### src/rtl/sel_pipe_mux.sv
// rtl/sel_pipe_mux.sv - registered N-way valid/ready selector with explicit and round-robin modes
module sel_pipe_mux #(
  parameter int WIDTH  = 32,
  parameter int NUM_IN = 4,
  localparam int SEL_W = (NUM_IN > 2) ? $clog2(NUM_IN) : 1
) (
  input  logic                      clk,
  input  logic                      rst_n,
  input  logic [NUM_IN*WIDTH-1:0]   in_data,
  input  logic [NUM_IN-1:0]         in_valid,
  output logic [NUM_IN-1:0]         in_ready,
  input  logic [SEL_W-1:0]          sel,
  input  logic                      rr_en,
  output logic [WIDTH-1:0]          out_data,
  output logic [SEL_W-1:0]          out_src,
  output logic                      out_valid,
  input  logic                      out_ready
);

  logic [WIDTH-1:0] out_data_q;
  logic [SEL_W-1:0] out_src_q;
  logic             out_valid_q;
  logic [SEL_W-1:0] last_grant_q;

  logic             load_ok;
  logic             grant_vld;
  logic [SEL_W-1:0] grant_idx;
  logic [WIDTH-1:0] grant_data;
  logic             xfer;

  // A full register that is being drained this cycle may be refilled on the same edge.
  assign load_ok = !out_valid_q || out_ready;
  assign xfer    = grant_vld && load_ok;

  // Pick the winner: sel in explicit mode, otherwise the first valid input after last_grant
  // (indices above last_grant first, then wrap to the lowest index up to last_grant).
  always_comb begin
    grant_vld = 1'b0;
    grant_idx = '0;
    if (rr_en) begin
      for (int i = 0; i < NUM_IN; i++) begin
        if (!grant_vld && in_valid[i] && (SEL_W'(i) > last_grant_q)) begin
          grant_vld = 1'b1;
          grant_idx = SEL_W'(i);
        end
      end
      for (int i = 0; i < NUM_IN; i++) begin
        if (!grant_vld && in_valid[i] && (SEL_W'(i) <= last_grant_q)) begin
          grant_vld = 1'b1;
          grant_idx = SEL_W'(i);
        end
      end
    end else begin
      // Out-of-range sel matches no lane, so it simply yields no grant.
      for (int i = 0; i < NUM_IN; i++) begin
        if ((sel == SEL_W'(i)) && in_valid[i]) begin
          grant_vld = 1'b1;
          grant_idx = SEL_W'(i);
        end
      end
    end
  end

  // Steer the granted lane's data and raise exactly one ready; nothing is accepted during reset.
  always_comb begin
    grant_data = '0;
    in_ready   = '0;
    for (int i = 0; i < NUM_IN; i++) begin
      if (grant_idx == SEL_W'(i)) begin
        grant_data = in_data[i*WIDTH +: WIDTH];
      end
      in_ready[i] = rst_n && xfer && (grant_idx == SEL_W'(i));
    end
  end

  // Output register and round-robin pointer; last_grant tracks grants in both modes.
  always_ff @(posedge clk or negedge rst_n) begin
    if (!rst_n) begin
      out_data_q   <= '0;
      out_src_q    <= '0;
      out_valid_q  <= 1'b0;
      last_grant_q <= SEL_W'(NUM_IN - 1);
    end else if (xfer) begin
      out_data_q   <= grant_data;
      out_src_q    <= grant_idx;
      out_valid_q  <= 1'b1;
      last_grant_q <= grant_idx;
    end else if (out_ready) begin
      out_valid_q  <= 1'b0;
    end
  end

  assign out_data  = out_data_q;
  assign out_src   = out_src_q;
  assign out_valid = out_valid_q;

endmodule

### config.mk
export PLATFORM = sky130hd
export DESIGN_NAME = sel_pipe_mux
export DESIGN_NICKNAME = d
export VERILOG_FILES = /design/src/rtl/sel_pipe_mux.sv
export SDC_FILE = /design/constraint.sdc
export NUM_CORES = 1
export LEC_CHECK = 0
export ABC_CLOCK_PERIOD_IN_PS = 6500
export CORE_MARGIN = 2
export CORE_UTILIZATION = 39
export CTS_BUF_LIST = sky130_fd_sc_hd__clkbuf_16
export DETAILED_ROUTE_END_ITERATION = 10
export GPL_ROUTABILITY_DRIVEN = 0
export HOLD_SLACK_MARGIN = 0.1
export PLACE_DENSITY = 0.93
export SLEW_MARGIN = 0
export SYNTH_ARGS = -nofsm -noshare
export SYNTH_HDL_FRONTEND = slang
export SYNTH_SLANG_ARGS = --single-unit
### constraint.sdc
create_clock -name clk -period 6.5 [get_ports clk]
set_clock_uncertainty 0.1 [all_clocks]
set_input_delay 1.3 -clock clk [delete_from_list [all_inputs] [get_ports clk]]
set_output_delay 1.3 -clock clk [all_outputs]
set_load 0.02 [all_outputs]
Word-level counts from Yosys, hierarchy flattened
Cells that the tools add are included.
- magnitude comparators: 8
- reductions and logical operators: 37
- eq/ne operators: 6
- multiplexer cells: 37
- operators by type and width (cell ; number):
    $mux W32 ; 4
    $logic_and A1 B1 Y1 ; 25
    $mux W1 ; 24
    $mux W2 ; 9
    $eq A2 B2 Y1 const B ; 4
    $logic_not A1 Y1 ; 8
    $eq A2 B1 Y1 const B ; 2
    $gt A1 B2 Y1 const A ; 2
    $gt A2 B2 Y1 const A ; 2
    $le A1 B2 Y1 const A ; 2
    $le A2 B2 Y1 const A ; 2
    $logic_not A2 Y1 ; 2
    $reduce_bool A2 Y1 ; 1
    $logic_or A1 B1 Y1 ; 1
- output and inout bits: 39
- logic and storage cells: 92
- register bits: 37

Logic depth before layout (Yosys ltp)
Gate-level depths: netlist (run 1).
- depth in word-level cells: 44
- depth in mapped cells: 9
- depth with buffers taken out: 6

Worst setup path after synthesis (run 1)
No wires, ideal clock.
- path type: input to output
- from: in sel[0]
- to: out in_ready[1]
- slack: 2.224 ns
- cell stages on the path: 8
- arrival time: 2.876 ns
- path through: mux2i_1 > nor2b_1 > or2_2 > clkbuf_1 > and2_1 > buf_6 > buf_8 > nor3_1
- word-level cells in the longest chain between the ends: 10
- elaborated cells on any way between the ends: 21
- classes of those cells: eq/ne (4); mux (9); reduce/logical (8)
- ends and longest elaborated chain (what ; RTL line ; RTL):
    from (decl) ; 12 ; input logic [SEL_W-1:0] sel,
    $logic_not A2 Y1 ; 56 ; if ((sel == SEL_W'(i)) && in_valid[i]) begin
    $logic_and A1 B1 Y1 ; 56 ;
    $mux W1 (4 in a row) ; 56 ;
    $mux W1 ; 40 ; if (rr_en) begin
    $logic_and A1 B1 Y1 ; 33 ; assign xfer = grant_vld && load_ok;
    $logic_and A1 B1 Y1 ; 72 ; in_ready[i] = rst_n && xfer && (grant_idx == SEL_W'(i));
    $logic_and A1 B1 Y1 * ; 72 ;
    to (decl) ; 11 ; output logic [NUM_IN-1:0] in_ready,
Mark *: on every way between the ends. The rest lies on a longest branch, timed or not.

Worst setup path in the final report (run 1)
Ends and elaborated chain as after synthesis.

==> impl_metrics.py, run 1 <==
metrics = {
    "cts": {
        "ctsHoldBuffers": 0,
        "postCtsSetupRepairBufs": 0,
        "cts_buffers": 5,
        "cts.path.max_buffers": 2,
        "clk_latency_ns": 0.27,
        "root_buffer": "clkbuf_16",
        "htreeDepth": 2,
        "cts_tree": "built",
        "cts_sinks": 37,
        "cts_resized": 0,
        "clk_pin_slew_worst_paths_ns": 0.05,
    },
    "run": {
        "maxCapViolCount": 0,
    },
    "logic_synthesis": {
        "synth_nets": 414,
        "synth_cells": 276,
        "yosysTopAreaCell": "dfrtp_1",
        "syn_area_um2": 2566,
        "synth_top_cells_by_area": "dfrtp_1 34%, mux2i_1 13%, a221oi_1 10%, a211oi_1 9.7%, and3_1 7.8%",
        "yosysWarnings": 0,
        "synth.ff_latch_count": 37,
        "ys_seq_area_share_pct": 36.18,
        "syn_avg_cell_area_um2": 9.298,
        "synth_cell_type_count": 34,
        "synth_top_area_share_pct": 34.13,
        "synth-main-ff-cell": "dfrtp_1",
        "synth_edf_count": 0,
        "async_reset_ff_share_pct": 100.0,
    },
    "hold_path": {
        "min_to": "out_src[0]$_DFFE_PN0P_",
        "hold_start": "out_src[0]$_DFFE_PN0P_",
        "whs_path_depth": 2,
        "min-delay-path-class": "flip-flop to flip-flop",
    },
    "sta": {
        "setup_tns_ns": 0,
        "max_slew_margin_pct": 35.14,
        "holdWs_ns": 0.3872,
        "period_minus_slack_ns": 5.463,
        "setup_viol_count_final": 0,
        "worst_slew_pin_slew_ns": 0.9708,
        "hold_viol": 0,
        "post-route-period-util_pct": 84.05,
        "fmax_mhz": 183.0,
        "rsz0062_at_grt": "false",
        "slew_viol_final": 0,
    },
    "power_and_ir_drop": {
        "powerDensity_nw_per_um2": 262.6,
        "p_leak_nw": 1.814,
        "vdd_drop_max_mv": 0.1884,
    },
    "setup_path": {
        "r2r_slack_ns": 3.34,
        "critPathTopFamily": "simple AND/OR/NAND/NOR gates",
        "path_common_cell": "clkdlybuf4s50_1",
        "timing.rr.end": "out_data[12]$_DFFE_PN0P_",
        "crit_buf_inv": 2,
        "crit_arrival_ns": 4.06,
        "cp_max_fo": 34,
        "cp-end-kind": "primary output",
        "crit_path_start_kind": "input port",
        "crit_slowest_cell": "clkdlybuf4s50_1",
        "required_ns": 5.10,
        "worstReg2RegStart": "last_grant_q[1]$_DFFE_PN1P_",
        "slowest_delay_ns": 0.66,
        "path_cells": "clkdlybuf4s50_1 -> mux2i_1 -> nor2b_1 -> or2_2 -> and2_2 -> nor3_1 -> clkdlybuf4s50_1",
        "path_class": "input port to primary output",
        "r2r_cells": 7,
    },
    "floorplanning": {
        "die_area_um2": 7245,
        "num_rows": 29,
        "die_y_um": 85.12,
        "pin_count": 177,
        "fp.dieW_um": 85.12,
        "core_area_um2": 6350,
        "start_util_pct": 40.41,
    },
    "global_routing": {
        "grt_max_degree": 65,
        "grt_pass1_vias": 3077,
        "grt_pass1_wl_mm": 14.72,
        "antenna_found_initial": 0,
        "grt.total_usage_pct": 25.36,
        "grt-ovfl-total": 0,
    },
    "final_layout": {
        "num-nets-final": 573,
        "fin_area_um2": 4468,
        "drive_above_1_share_pct": 5.046,
        "final_util_pct": 70.36,
        "diodes": 0,
        "area_growth_pct": 74.11,
        "final_common_cell": "clkdlybuf4s50_1",
        "final_cell_mix": "175 x clkdlybuf4s50_1, 39 x nor2_1, 35 x dfrtp_1",
    },
    "route": {
        "drt_iter0_drc": 116,
        "drc_errors": 0,
        "totalWireLength_mm": 9.546,
        "drt_pass1_iterations": 5,
        "vias": 2949,
        "ant_nets": 0,
        "viasPerCell": 5.749,
        "avgRoutedWirePerCell_um": 18.61,
    },
    "placement": {
        "hpwlAfterDp_mm": 6.980,
        "numPortBuffers": 176,
        "placed_area_um2": 4302,
    },
    "status": {
        "status": "finished, final reports clean",
    },
}
## through the flow
stage / setup slack (ns) / cells / power, mW
CTS: 1.054 / 513 / 1.176
floorplan: 2.224 / 276 / 0.6341
finish: 1.037 / 513 / 1.173
detailed placement: 1.060 / 505 / 0.9002
global route: 0.9432 / 513 / 1.231
global placement: 1.212 / 505 / 0.8812
## worst min-delay path: cells and delay by family (launching register included)
family             cells  cell delay [ns]
AOI/OAI and AO/OA      1             0.06
DFF                    1             0.35
and+or+nand+nor        1             0.05
## power breakdown
group          leakage [nW]  switching (mW)  internal (mW)
logic                  1.33           0.275          0.282
registers             0.409          0.0433          0.299
clock network        0.0775          0.0945          0.180
total                  1.81           0.413          0.760
## registers in the layout, summed over array words and instances, names as in the netlist
name	count
out_valid	1
out_data	32
last_grant_q	2
out_src	2
## area by class of cell
cell class,count,area (um2)
fillers,502,1882
repair buffers,181,1794
multi-input cells,207,1471
flip-flops and latches,37,928.4
clock buffers,5,125.1
well taps,77,96.34
clock inverters,3,41.29
inverters,3,11.26
## routing by layer
layer | track usage, % | part of all wire (%) | vias to the layer above
met5 | 0 | 0 | -
met4 | 6.205 | 2.2 | 0
met3 | 4.961 | 6.5 | 18
met2 | 48.72 | 53 | 158
met1 | 28.42 | 38 | 1395
li1 | - | - | 1378
## how the worst max path moves through the flow
stage,startpoint,end,slack (ns),cells past startpoint
finish,sel[0],in_ready[1],1.04,7
global route,sel[0],in_ready[1],0.94,7
CTS,sel[0],in_ready[1],1.05,7
detailed placement,sel[0],in_ready[1],1.06,7
global placement,sel[0],in_ready[1],1.21,7
floorplan,sel[0],in_ready[1],2.22,8
## cells in the mapped netlist (2+ instances only)
cell type	n
buf_12	2
buf_2	6
a211oi_1	33
a221oi_2	2
dfstp_2	2
nor2b_1	2
nand2b_1	3
dfrtp_1	35
clkbuf_1	18
a221oi_1	30
nor3_1	2
and3_1	32
nor2_1	39
mux2i_1	33
inv_1	3
o21ai_0	7
nand2_1	10
## logic make-up after synthesis
logic type,count (synthesis),share of synthesized area (%)
AOI/OAI and AO/OA,80,25.65
xor gates and xnor gates,1,0.3414
buffers and inverters,32,7.118
DFF,37,36.18
muxes,33,12.87
and+or+nand+nor,93,17.85
Power figures use the tool's default switching activity.
==> run 2: changes to the inputs <==
ABC_CLOCK_PERIOD_IN_PS = 4500   (was 6500)
CORE_UTILIZATION = 32   (was 39)
PLACE_DENSITY = 0.82   (was 0.93)
clock period = 4.5 ns   (was 6.5 ns; I/O delays follow)
==> run 2 against run 1 <==
  * First-iteration DRC count grew 23%
  * Global-route usage down 4.9 points
  * Combinational power rose by 45%
  * Via count is 0.81% lower
  * Critical path type unchanged
  * Critical endpoint is now in_ready[3]
  * Largest power group unchanged
==> impl_metrics.py, run 2 (synthesis gave the netlist of run 1 again) <==
metrics = {
    "route": {
        "viasPerCell": 5.387,
        "drt_iter0_drc": 143,
        "ant_nets": 0,
        "drc_errors": 0,
        "drt_pass1_iterations": 4,
        "vias": 2925,
        "totalWireLength_mm": 9.331,
        "avgRoutedWirePerCell_um": 17.18,
    },
    "cts": {
        "cts_sinks": 37,
        "cts.path.max_buffers": 2,
        "clk_latency_ns": 0.27,
        "htreeDepth": 2,
        "cts_resized": 0,
        "cts_buffers": 5,
        "cts_tree": "built",
        "root_buffer": "clkbuf_16",
        "postCtsSetupRepairBufs": 0,
        "ctsHoldBuffers": 0,
        "clk_pin_slew_worst_paths_ns": 0.05,
    },
    "global_routing": {
        "busiest_layer": "met2",
        "antenna_found_initial": 0,
        "grt.total_usage_pct": 20.50,
        "grt_pass1_wl_mm": 14.41,
        "grt_use_met3_pct": 4.512,
        "grt_max_degree": 35,
        "grt_pass1_vias": 2932,
        "grt-ovfl-total": 0,
        "met2_usage_pct": 37.29,
        "grt_use_met1_pct": 24.73,
    },
    "floorplanning": {
        "fp.dieW_um": 93.55,
        "start_util_pct": 33.04,
        "die_y_um": 93.55,
        "core_area_um2": 7767,
        "num_rows": 32,
        "die_area_um2": 8752,
        "pin_count": 177,
    },
    "placement": {
        "place_inst": 535,
        "numPortBuffers": 176,
        "hpwlAfterDp_mm": 7.021,
    },
    "sta": {
        "rsz0062_at_grt": "false",
        "max_slew_margin_pct": 34.98,
        "hold_viol": 0,
        "post-route-period-util_pct": 94.78,
        "period_minus_slack_ns": 4.265,
        "setup_tns_ns": 0,
        "holdWs_ns": 0.4242,
        "fmax_mhz": 234.5,
        "worst_slew_pin_slew_ns": 0.9732,
        "setup_viol_count_final": 0,
        "slew_viol_final": 0,
    },
    "final_layout": {
        "largest_reg_flops": 32,
        "num-nets-final": 578,
        "drive_above_1_share_pct": 6.122,
        "fillCellCount": 677,
        "area_growth_pct": 75.72,
        "final_cells": 543,
        "diodes": 0,
        "final_cell_mix": "175 x clkdlybuf4s50_1, 39 x nor2_1, 35 x dfrtp_1",
        "final_common_cell": "clkdlybuf4s50_1",
    },
    "power_and_ir_drop": {
        "p_comb_share_pct": 49.6,
        "power_mw": 1.628,
        "p_leak_nw": 1.835,
        "powerDensity_nw_per_um2": 360.9,
        "p_sw_share_pct": 35.76,
        "power_frac_clock_pct": 20.3,
        "p_int_mw": 1.046,
        "power_switching_uw": 582.0,
        "seq_power_share_pct": 30.2,
        "vdd_drop_max_mv": 0.1761,
    },
    "setup_path": {
        "required_ns": 3.50,
        "path_common_cell": "clkdlybuf4s50_1",
        "slowest_delay_ns": 0.64,
        "crit_arrival_ns": 3.26,
        "worstReg2RegStart": "last_grant_q[1]$_DFFE_PN1P_",
        "path_class": "input port to primary output",
        "crit_slowest_cell": "clkdlybuf4s50_1",
        "cp_max_fo": 33,
        "crit_path_start_kind": "input port",
        "startpoint": "in_valid[3]",
        "path_cells": "clkdlybuf4s50_1 -> mux2i_1 -> nor2b_1 -> or2_2 -> buf_4 -> nand2_1 -> nor3_1 -> clkdlybuf4s50_1",
        "cp-end-kind": "primary output",
    },
    "run": {
        "maxCapViolCount": 0,
    },
    "status": {
        "status": "finished, final reports clean",
    },
    "hold_path": {
        "min-delay-path-class": "flip-flop to flip-flop",
        "hold_start": "out_src[1]$_DFFE_PN0P_",
    },
}
==> run 2: cell types whose count changed in the layout (fill, tap and decap cells not counted), sizes merged <==
| cell | previous run | this run |
|---|---|---|
| clkinv | 1 | 2 |
| buf | 6 | 11 |
| clkinvlp | 1 | 0 |
| inv | 3 | 4 |
| bufinv | 1 | 0 |
==> run 2: critical path, delay by kind of cell <==
| kind | cells | cell delay [ns] |
|---|---|---|
| buffers and inverters | 3 | 1.56 |
| AND/OR/NAND/NOR | 4 | 0.69 |
| multiplexers | 1 | 0.12 |
==> run 2: metrics by stage <==
step	util (%)	cell area [um2]	setup WS, ns
CTS	58.05	4509	0.2537
finish	58.05	4509	0.2351
detailed placement	56.27	4370	0.2768
global route	58.05	4509	0.09860
global placement	56.27	4370	0.3628
floorplan	-	2566	1.024
==> run 2: final cells by class <==
cell class                 count  area, um2  share of cell area, %
sequential                    37      928.4                  20.59
timing repair buffer         186       1832                  40.62
clock inverter                 3      13.76                 0.3052
inverter                       3      11.26                 0.2497
multi-input combinational    207       1471                  32.63
clock buffer                   5      125.1                  2.775
tap                          102      127.6                  2.830
==> run 2: routing by layer <==
layer / vias to the layer above / routed length (um)
li1: 1392 / -
met3: 12 / 667
met2: 123 / 4857
met1: 1398 / 3692
met5: - / 0
met4: 0 / 114
==> run 2: worst paths after layout <==
| path | to | slack [ns] | cells after the start |
|---|---|---|---|
| min in group asynchronous | out_data[25]$_DFFE_PN0P_ | 0.45 | 1 |
| max | in_ready[3] | 0.24 | 8 |
| min | out_src[1]$_DFFE_PN0P_ | 0.42 | 2 |
| max in group asynchronous | last_grant_q[1]$_DFFE_PN1P_ | 3.14 | 2 |
| min reg2reg | out_src[1]$_DFFE_PN0P_ | 0.42 | 2 |
| max reg2reg | out_data[1]$_DFFE_PN0P_ | 1.88 | 7 |
==> run 2: power groups by stage <==
stage / clock network [mW] / registers (mW) / logic [mW]
CTS: 0.335 / 0.492 / 0.812
detailed placement: 0 / 0.495 / 0.811
finish: 0.330 / 0.491 / 0.806
global route: 0.351 / 0.502 / 0.861
global placement: 0 / 0.490 / 0.790
floorplan: 0 / 0.598 / 0.318
==> run 3: changes to the inputs <==
ABC_CLOCK_PERIOD_IN_PS = not set   (was 4500)
==> results of run 3 <==
No change in the layout: final DEF, timing and power equal those of run 2.
